===== src/rtl/cache_arb_pkg.sv =====
// Shared types and widths for the L1I/L1D memory-port arbiter.
// Round-robin conflict resolution is selected with CACHE_ARB_RR_EN.
package cache_arb_pkg;

    localparam int LINE_WIDTH = 256;
    localparam int ADDR_WIDTH = 32;

    typedef enum logic [1:0] {
        IDLE    = 2'd0,
        SERVE_I = 2'd1,
        SERVE_D = 2'd2
    } arb_state_e;

    typedef enum logic {
        GRANT_I = 1'b0,
        GRANT_D = 1'b1
    } grant_e;

endpackage


===== src/rtl/cache_arbiter_control.sv =====
// Arbiter FSM, conflict counter and (with CACHE_ARB_RR_EN) last-grant register.
// Default build: fixed priority, D wins every conflict.
module cache_arbiter_control
    import cache_arb_pkg::*;
(
    input  logic        clk,
    input  logic        rst_n,
    input  logic        i_req,
    input  logic        d_req,
    input  logic        pmem_resp,
    input  logic        arb_conflict_clear,
    output arb_state_e  state,
    output logic [31:0] arb_conflict_count
);

    arb_state_e  state_next;
    grant_e      conflict_grant;
    logic        conflict;
    logic [31:0] conflict_count;
    logic [31:0] count_next;

    assign conflict = (state == IDLE) & i_req & d_req;

`ifdef CACHE_ARB_RR_EN
    grant_e last_grant;
    grant_e last_grant_next;

    // Reset value GRANT_I hands the first conflict to D.
    assign conflict_grant = (last_grant == GRANT_I) ? GRANT_D : GRANT_I;

    always_ff @(posedge clk) begin
        if (!rst_n) begin
            last_grant <= GRANT_I;
        end else begin
            last_grant <= last_grant_next;
        end
    end

    always_comb begin
        last_grant_next = last_grant;
        if (state == IDLE && state_next == SERVE_I) begin
            last_grant_next = GRANT_I;
        end else if (state == IDLE && state_next == SERVE_D) begin
            last_grant_next = GRANT_D;
        end
    end
`else
    assign conflict_grant = GRANT_D;
`endif

    always_comb begin
        state_next = state;
        unique case (state)
            IDLE: begin
                unique case (1'b1)
                    conflict: begin
                        state_next = (conflict_grant == GRANT_D) ? SERVE_D : SERVE_I;
                    end
                    i_req & ~d_req: state_next = SERVE_I;
                    d_req & ~i_req: state_next = SERVE_D;
                    default:        state_next = IDLE;
                endcase
            end
            // Completion always passes through IDLE so a held request is not reissued.
            SERVE_I, SERVE_D: begin
                if (pmem_resp) begin
                    state_next = IDLE;
                end
            end
            default: state_next = IDLE;
        endcase
    end

    always_comb begin
        count_next = conflict_count;
        if (arb_conflict_clear) begin
            count_next = '0;
        end else if (conflict && conflict_count != 32'hFFFF_FFFF) begin
            count_next = conflict_count + 32'd1;
        end
    end

    always_ff @(posedge clk) begin
        if (!rst_n) begin
            state          <= IDLE;
            conflict_count <= '0;
        end else begin
            state          <= state_next;
            conflict_count <= count_next;
        end
    end

    assign arb_conflict_count = conflict_count;

endmodule


===== src/rtl/cache_arbiter.sv =====
// Shares one memory port between L1I fills and L1D fills/writebacks.
// Define CACHE_ARB_RR_EN for round-robin conflicts; default is D priority.
module cache_arbiter
    import cache_arb_pkg::*;
(
    input  logic                  clk,
    input  logic                  rst_n,
    input  logic [ADDR_WIDTH-1:0] i_address,
    input  logic                  i_read,
    output logic [LINE_WIDTH-1:0] i_rdata,
    output logic                  i_resp,
    input  logic [ADDR_WIDTH-1:0] d_address,
    input  logic                  d_read,
    input  logic                  d_write,
    input  logic [LINE_WIDTH-1:0] d_wdata,
    output logic [LINE_WIDTH-1:0] d_rdata,
    output logic                  d_resp,
    output logic [ADDR_WIDTH-1:0] pmem_address,
    output logic                  pmem_read,
    output logic                  pmem_write,
    output logic [LINE_WIDTH-1:0] pmem_wdata,
    input  logic [LINE_WIDTH-1:0] pmem_rdata,
    input  logic                  pmem_resp,
    input  logic                  arb_conflict_clear,
    output logic [31:0]           arb_conflict_count
);

    arb_state_e state;
    logic       i_req;
    logic       d_req;

    assign i_req = i_read;
    assign d_req = d_read | d_write;

    cache_arbiter_control u_ctrl (
        .clk                (clk),
        .rst_n              (rst_n),
        .i_req              (i_req),
        .d_req              (d_req),
        .pmem_resp          (pmem_resp),
        .arb_conflict_clear (arb_conflict_clear),
        .state              (state),
        .arb_conflict_count (arb_conflict_count)
    );

    // Memory port follows the live requester inputs; nothing is latched.
    always_comb begin
        pmem_address = '0;
        pmem_read    = 1'b0;
        pmem_write   = 1'b0;
        pmem_wdata   = '0;
        i_resp       = 1'b0;
        d_resp       = 1'b0;
        if (rst_n) begin
            unique case (state)
                SERVE_I: begin
                    pmem_address = i_address;
                    pmem_read    = 1'b1;
                    i_resp       = pmem_resp;
                end
                SERVE_D: begin
                    pmem_address = d_address;
                    pmem_read    = d_read & ~d_write;
                    pmem_write   = d_write;
                    pmem_wdata   = d_wdata;
                    d_resp       = pmem_resp;
                end
                default: begin
                    pmem_address = '0;
                end
            endcase
        end
    end

    assign i_rdata = pmem_rdata;
    assign d_rdata = pmem_rdata;

endmodule


===== config.mk =====
export PLATFORM = sky130hd
export DESIGN_NAME = cache_arbiter
export DESIGN_NICKNAME = d
export VERILOG_FILES = /design/src/rtl/cache_arb_pkg.sv /design/src/rtl/cache_arbiter_control.sv /design/src/rtl/cache_arbiter.sv
export SDC_FILE = /design/constraint.sdc
export NUM_CORES = 1
export LEC_CHECK = 0
export ABC_CLOCK_PERIOD_IN_PS = 4200
export BUFFER_PORTS_ARGS = -buffer_cell sky130_fd_sc_hd__buf_2
export CORE_AREA = 2 2 545 547
export CTS_BUF_LIST = sky130_fd_sc_hd__clkbuf_4
export CTS_CLUSTER_DIAMETER = 100
export DETAILED_ROUTE_END_ITERATION = 12
export DIE_AREA = 0 0 547 549
export GPL_ROUTABILITY_DRIVEN = 0
export SYNTH_ARGS = -nofsm -noshare
export SYNTH_HDL_FRONTEND = slang
export SYNTH_HIERARCHICAL = 1
export SYNTH_SLANG_ARGS = --single-unit

===== constraint.sdc =====
create_clock -name clk -period 4.2 [get_ports clk]
set_input_delay 0.21 -clock clk [delete_from_list [all_inputs] [get_ports clk]]
set_output_delay 0.21 -clock clk [all_outputs]
set_load 0.005 [all_outputs]

==> flow_metrics.py, run 1 <==
metrics = {
    "route": {
        "met2WireLength_um": 93900,
        "via_per_inst": 1.84,
        "wl_met3_um": 73400,
        "drt-initial-drc-count": 724,
        "ant_nets": 0,
        "wl_per_cell_um": 42.4,
        "topRoutingLayerUsed": "met5",
        "drt-pass1-iter-count": 5,
        "remaining_drc_errors": 0,
        "via_count": 9525,
        "wl_um": 219000,
        "drt-met1-wl_um": 45100,
    },
    "setup_path": {
        "critical_path.startpoint": "u_ctrl/state[0]",
        "startpoint_type": "register",
        "slowest_delay_ps": 430,
        "crit_path_max_fanout": 139,
        "arrival_ps": 2740,
        "criticalPathCategory": "reg -> out",
        "required_ps": 3990,
        "worst_path_max_delay_cell": "buf_12",
        "r2r_start": "u_ctrl/state[1]",
        "path_cells": "inv_1, ha_4, buf_12, a22oi_1, nor2_1, buf_2",
        "critical_path.endpoint_type": "primary output",
    },
    "grt": {
        "grt_pass1_wl_um": 239000,
        "antenna_found_initial": 175,
        "grt_start_max_net_pins": 151,
        "grt-ovfl-total": 0,
        "grt_pass1_vias": 8339,
        "grt_usage": 0.139,
    },
    "cts": {
        "holdBufCountCts": 0,
        "cts_tree": "yes",
        "clkTransAtPathRegs_ps": 170,
        "cts-htree-levels": 2,
        "post_cts_resized": 0,
        "cts_root_buffer": "clkbuf_4",
        "cts-buffers-inserted": 5,
        "clk_latency_ps": 390,
        "clock_path_buffers": 2,
        "cts_setup_buffers": 0,
        "cts_sinks": 34,
    },
    "layout": {
        "layout_commonest_cell": "buf_2",
        "final_cells": 5170,
        "ff_latch_area_um2": 681,
        "post_route_cells_drive_above_1_share": 0.573,
        "multi_input_area_um2": 3170,
        "area_growth_pct": 48.6,
        "nets": 1794,
        "layout_common_cells": "649 x buf_2, 265 x and3_1, 50 x nor2_1",
        "fillers": 35200,
    },
    "timing": {
        "rsz0062_at_grt": "no",
        "finalHoldViolations": 0,
        "whs_ps": 249,
        "timing.final.crit_share": 0.704,
        "fin_setup_tns_ps": 0,
        "drv_slew": 0,
        "fin_skew_ps": 43.8,
        "fmax_mhz": 338,
        "setup_viol": 0,
        "slew_headroom": 0.288,
        "finalCriticalPeriod_ps": 2950,
        "fin_ws_ps": 1250,
        "max_slew.worst_pin.slew_ps": 1070,
    },
    "floorplan": {
        "coreArea_um2": 295000,
        "die_y_um": 549,
        "num_rows": 200,
        "start_util": 0.0280,
        "die_area_um2": 300000,
        "die_w_um": 547,
        "pin_count": 1419,
    },
    "placement": {
        "post-place-cells": 5138,
        "pre_cts_ws_ps": 1580,
        "hpwl_um": 210000,
        "numPortBuffers": 650,
    },
    "synthesis": {
        "netlist_area_um2": 8270,
        "syn_avg_cell_area_um2": 7.33,
        "syn-instance-count": 1129,
        "synth_ff_type": "dfxtp_1",
        "synth.distinct_cells": 54,
        "ys_warn_count": 6,
        "yosysSeqAreaShare": 0.0823,
        "ys_seq_elements": 34,
        "synth_edf_count": 0,
        "async_flop_share": 0,
        "syn_nets": 1717,
    },
    "worst_hold_path": {
        "hp-start": "i_read",
        "hp-class": "in -> reg",
    },
    "pwr": {
        "seq_power_share": 0.239,
        "power_density_nw_per_um2": 112,
        "p_comb_frac": 0.603,
        "p_clk_frac": 0.158,
        "p_switching_mw": 0.706,
        "total_leakage_power_nw": 5.31,
        "ir_worst_vdd_mv": 0.0808,
        "p_int_mw": 0.672,
        "sw_frac_of_total": 0.512,
    },
    "flow_run": {
        "drv_cap": 0,
    },
    "status": {
        "status": "completed",
    },
}
## path summary, 6_finish.rpt
| path | end | slack [ps] | cells after the start |
|---|---|---|---|
| setup reg to reg | u_ctrl/arb_conflict_count[19] | 1770 | 7 |
| hold reg to reg | u_ctrl/arb_conflict_count[11] | 530 | 2 |
| hold / removal | u_ctrl/state[0] | 250 | 5 |
| setup / recovery | pmem_address[25] | 1250 | 6 |
## per-stage QoR
stage / util / total power, mW / area, µm²
6_report: 0.0417 / 1.38 / 12300
5_1_grt: 0.0415 / 1.46 / 12200
4_1_cts: 0.0415 / 1.43 / 12200
3_5_place_dp: 0.0413 / 1.21 / 12200
3_3_place_gp: 0.0413 / 1.20 / 12200
2_1_floorplan: - / 1.01 / 8270
## area by class of cell
type | count | area share
diodes | 24 | 0.00489
repair buffers | 659 | 0.274
well taps | 3939 | 0.401
clock inverters | 2 | 0.00112
inverters | 7 | 0.00214
multi-input cells | 499 | 0.258
clock buffers | 6 | 0.00366
flip-flops and latches | 34 | 0.0554
## power groups by stage
stage	clock network [mW]	registers, mW	logic, mW
5_1_grt	0.232	0.329	0.902
4_1_cts	0.226	0.329	0.873
3_5_place_dp	0	0.336	0.870
2_1_floorplan	0	0.334	0.678
6_report	0.218	0.329	0.832
3_3_place_gp	0	0.336	0.865
## worst max-delay path: cells and delay by family, from the launching register on
kind | cells | cell delay (ps)
DFF | 1 | 380
AOI/OAI and AO/OA | 1 | 370
adders and majority gates | 1 | 370
and+or+nand+nor | 1 | 300
buffers and inverters | 3 | 710
## synth_stat cells, types with 2 or more instances
master,number,share of area
dfxtp_1,34,0.082
nor2_1,50,0.023
and3_1,265,0.20
or4_1,7,0.0064
buf_4,522,0.47
a2111oi_1,4,0.0048
nor4_1,2,0.0015
o211ai_1,5,0.0045
a22oi_1,32,0.029
o21ai_0,6,0.0036
a31o_2,5,0.0053
and4_4,5,0.0068
and4_1,2,0.0021
buf_2,28,0.017
buf_6,22,0.030
and2_1,2,0.0015
ha_1,5,0.0076
nor3_1,3,0.0018
xnor2_1,12,0.013
o31ai_1,2,0.0018
inv_1,7,0.0032
clkbuf_2,7,0.0042
nor2b_1,3,0.0023
nand3_1,12,0.0073
or3_1,6,0.0045
clkbuf_1,7,0.0032
nand3_2,2,0.0024
nand2b_1,2,0.0015
a21oi_1,16,0.0097
a211oi_1,3,0.0027
nand2_1,21,0.0095
nand4_1,8,0.0061
## sequential cells by signal, summed over array words and instances, names as in the netlist
| register | flops |
|---|---|
| u_ctrl/state | 2 |
| u_ctrl/arb_conflict_count | 32 |
## cells by family after synthesis
group | Yosys count | synth area share
buffers and inverters | 596 | 0.537
and+or+nand+nor | 401 | 0.291
AOI/OAI and AO/OA | 81 | 0.0699
DFF | 34 | 0.0823
xor gates and xnor gates | 12 | 0.0127
adders and majority gates | 5 | 0.00756
## layer usage
layer / vias up / GRT usage
met5: - / 0.000950
met1: 3925 / 0.0832
met2: 1647 / 0.215
met3: 411 / 0.216
li1: 3490 / -
met4: 52 / 0.0314
Power figures use the tool's default switching activity.
==> run 2: changes to the inputs <==
--- a/config.mk
+++ b/config.mk
@@ -5,13 +5,13 @@
 export SDC_FILE = /design/constraint.sdc
 export NUM_CORES = 1
 export LEC_CHECK = 0
-export ABC_CLOCK_PERIOD_IN_PS = 4200
+export ABC_CLOCK_PERIOD_IN_PS = 2600
 export BUFFER_PORTS_ARGS = -buffer_cell sky130_fd_sc_hd__buf_2
-export CORE_AREA = 2 2 545 547
+export CORE_AREA = 2 2 552 554
 export CTS_BUF_LIST = sky130_fd_sc_hd__clkbuf_4
 export CTS_CLUSTER_DIAMETER = 100
 export DETAILED_ROUTE_END_ITERATION = 12
-export DIE_AREA = 0 0 547 549
+export DIE_AREA = 0 0 554 556
 export GPL_ROUTABILITY_DRIVEN = 0
 export SYNTH_ARGS = -nofsm -noshare
 export SYNTH_HDL_FRONTEND = slang
==> constraint.sdc (replaced) <==
create_clock -name clk -period 2.6 [get_ports clk]
set_input_delay 0.13 -clock clk [delete_from_list [all_inputs] [get_ports clk]]
set_output_delay 0.13 -clock clk [all_outputs]
set_load 0.005 [all_outputs]
==> run 2 against run 1 <==
Against the previous run: global-route usage shrank 1.3 points; setup slack worse by 1100 ps; via count increased by 0.22%; largest cell class unchanged; cell count rose by 0.93%; count of clock-buffer cells in the layout decreased by 1; cell area is 1.5% higher; critical endpoint is now pmem_address[30]; sequential cell count stayed put; die area increased by 2.6%; worst hold slack worse by 56 ps; core utilization is essentially flat; combinational power grew 53%; first-iteration DRC count down 8.1%.
==> flow_metrics.py, run 2 (synthesis gave the netlist of run 1 again) <==
metrics = {
    "grt": {
        "grt-ovfl-total": 0,
        "grt_start_max_net_pins": 133,
        "grt_pass1_wl_um": 224000,
        "grt_usage": 0.127,
        "grt_pass1_vias": 8261,
        "antenna_found_initial": 149,
    },
    "timing": {
        "finalHoldViolations": 0,
        "fmax_mhz": 400,
        "finalCriticalPeriod_ps": 2500,
        "timing.final.crit_share": 0.962,
        "slew_headroom": 0.457,
        "whs_ps": 194,
        "fin_setup_tns_ps": 0,
        "fin_skew_ps": 12.8,
        "rsz0062_at_grt": "no",
        "setup_viol": 0,
        "max_slew.worst_pin.slew_ps": 815,
        "drv_slew": 0,
    },
    "setup_path": {
        "required_ps": 2470,
        "arrival_ps": 2370,
        "startpoint_type": "register",
        "r2r_start": "u_ctrl/state[1]",
        "critical_path.endpoint_type": "primary output",
        "crit_path_max_fanout": 132,
        "critical_path.startpoint": "u_ctrl/state[0]",
        "criticalPathCategory": "reg -> out",
    },
    "layout": {
        "fillers": 35900,
        "post_route_cells_drive_above_1_share": 0.575,
        "layout_commonest_cell": "buf_2",
        "largest_register_ffs": 32,
        "nets": 1799,
        "layout_common_cells": "649 x buf_2, 265 x and3_1, 50 x nor2_1",
        "area_growth_pct": 50.8,
    },
    "placement": {
        "hpwl_um": 197000,
        "numPortBuffers": 650,
    },
    "floorplan": {
        "die_y_um": 556,
        "coreArea_um2": 302000,
        "pin_count": 1419,
        "die_area_um2": 308000,
        "num_rows": 202,
        "die_w_um": 554,
        "start_util": 0.0274,
    },
    "cts": {
        "clk_latency_ps": 370,
        "cts_setup_buffers": 0,
        "clkTransAtPathRegs_ps": 120,
        "clock_path_buffers": 2,
        "cts_root_buffer": "clkbuf_4",
        "cts-htree-levels": 2,
        "cts_sinks": 34,
        "cts_tree": "yes",
        "cts-buffers-inserted": 5,
    },
    "route": {
        "via_per_inst": 1.83,
        "remaining_drc_errors": 0,
        "drt-pass1-iter-count": 7,
        "via_count": 9546,
        "drt-initial-drc-count": 665,
        "ant_nets": 0,
        "wl_per_cell_um": 39.3,
        "wl_um": 205000,
    },
    "pwr": {
        "ir_worst_vdd_mv": 0.176,
        "power_density_nw_per_um2": 186,
        "total_leakage_power_nw": 5.38,
    },
    "flow_run": {
        "drv_cap": 0,
    },
    "worst_hold_path": {
        "hp-start": "i_read",
        "hp-class": "in -> reg",
    },
    "status": {
        "status": "completed",
    },
}
==> run 2: cell types whose count changed in the layout (fill, tap and decap cells not counted), moves of 2 or more <==
cell       before  now
diode_2        24   28
buf_12          3    6
bufinv_16       0    2
buf_4           6    8
==> run 2: final cells by class <==
class | count | area (µm²) | area share
well taps | 3978 | 4980 | 0.399
repair buffers | 664 | 3440 | 0.276
multi-input cells | 499 | 3170 | 0.254
flip-flops and latches | 34 | 681 | 0.0546
diodes | 28 | 70.1 | 0.00562
clock inverters | 3 | 68.8 | 0.00552
clock buffers | 5 | 37.5 | 0.00301
inverters | 7 | 26.3 | 0.00211
==> run 2: path summary, 6_finish.rpt <==
kind | slack, ps | cells after the start | to
max | 100 | 6 | pmem_address[30]
min | 190 | 5 | u_ctrl/state[0]
max reg2reg | 380 | 7 | u_ctrl/arb_conflict_count[19]
min reg2reg | 530 | 2 | u_ctrl/arb_conflict_count[1]
==> run 2: per-stage QoR <==
step | cells | instance area (µm²) | total power [mW] | util | setup WS [ps]
after global placement | 5182 | 12300 | 1.83 | 0.0407 | 412
after floorplan | 1129 | 8270 | 1.63 | - | 808
after CTS | 5190 | 12400 | 2.36 | 0.0411 | 55.7
after global routing | 5198 | 12400 | 2.46 | 0.0411 | 28.4
after detailed placement | 5182 | 12300 | 1.83 | 0.0407 | 406
final | 5218 | 12500 | 2.32 | 0.0413 | 98.2
==> run 2: routing by layer <==
layer | vias to the layer above | track usage | part of all wire
li1 | 3500 | - | -
met1 | 3884 | 0.0798 | 0.22
met2 | 1695 | 0.165 | 0.36
met3 | 395 | 0.225 | 0.38
met4 | 72 | 0.0364 | 0.037
met5 | - | 0.00625 | 0.0035
==> run 2: critical path, cell delays in order (launching register included) <==
cell and delay, ps:
dfxtp_1 400, inv_1 110, ha_4 200, buf_12 170, a22oi_1 620, nor2_1 70
buf_2 150
==> run 2: report_power, final <==
part | switching (mW) | internal, mW
logic | 0.818 | 0.451
registers | 0.00535 | 0.524
clock network | 0.219 | 0.301
==> run 2: timing repair <==
item,CTS,global route
hold buffers,0,0
gates resized for setup,0,1
endpoints found under the setup margin,0,19
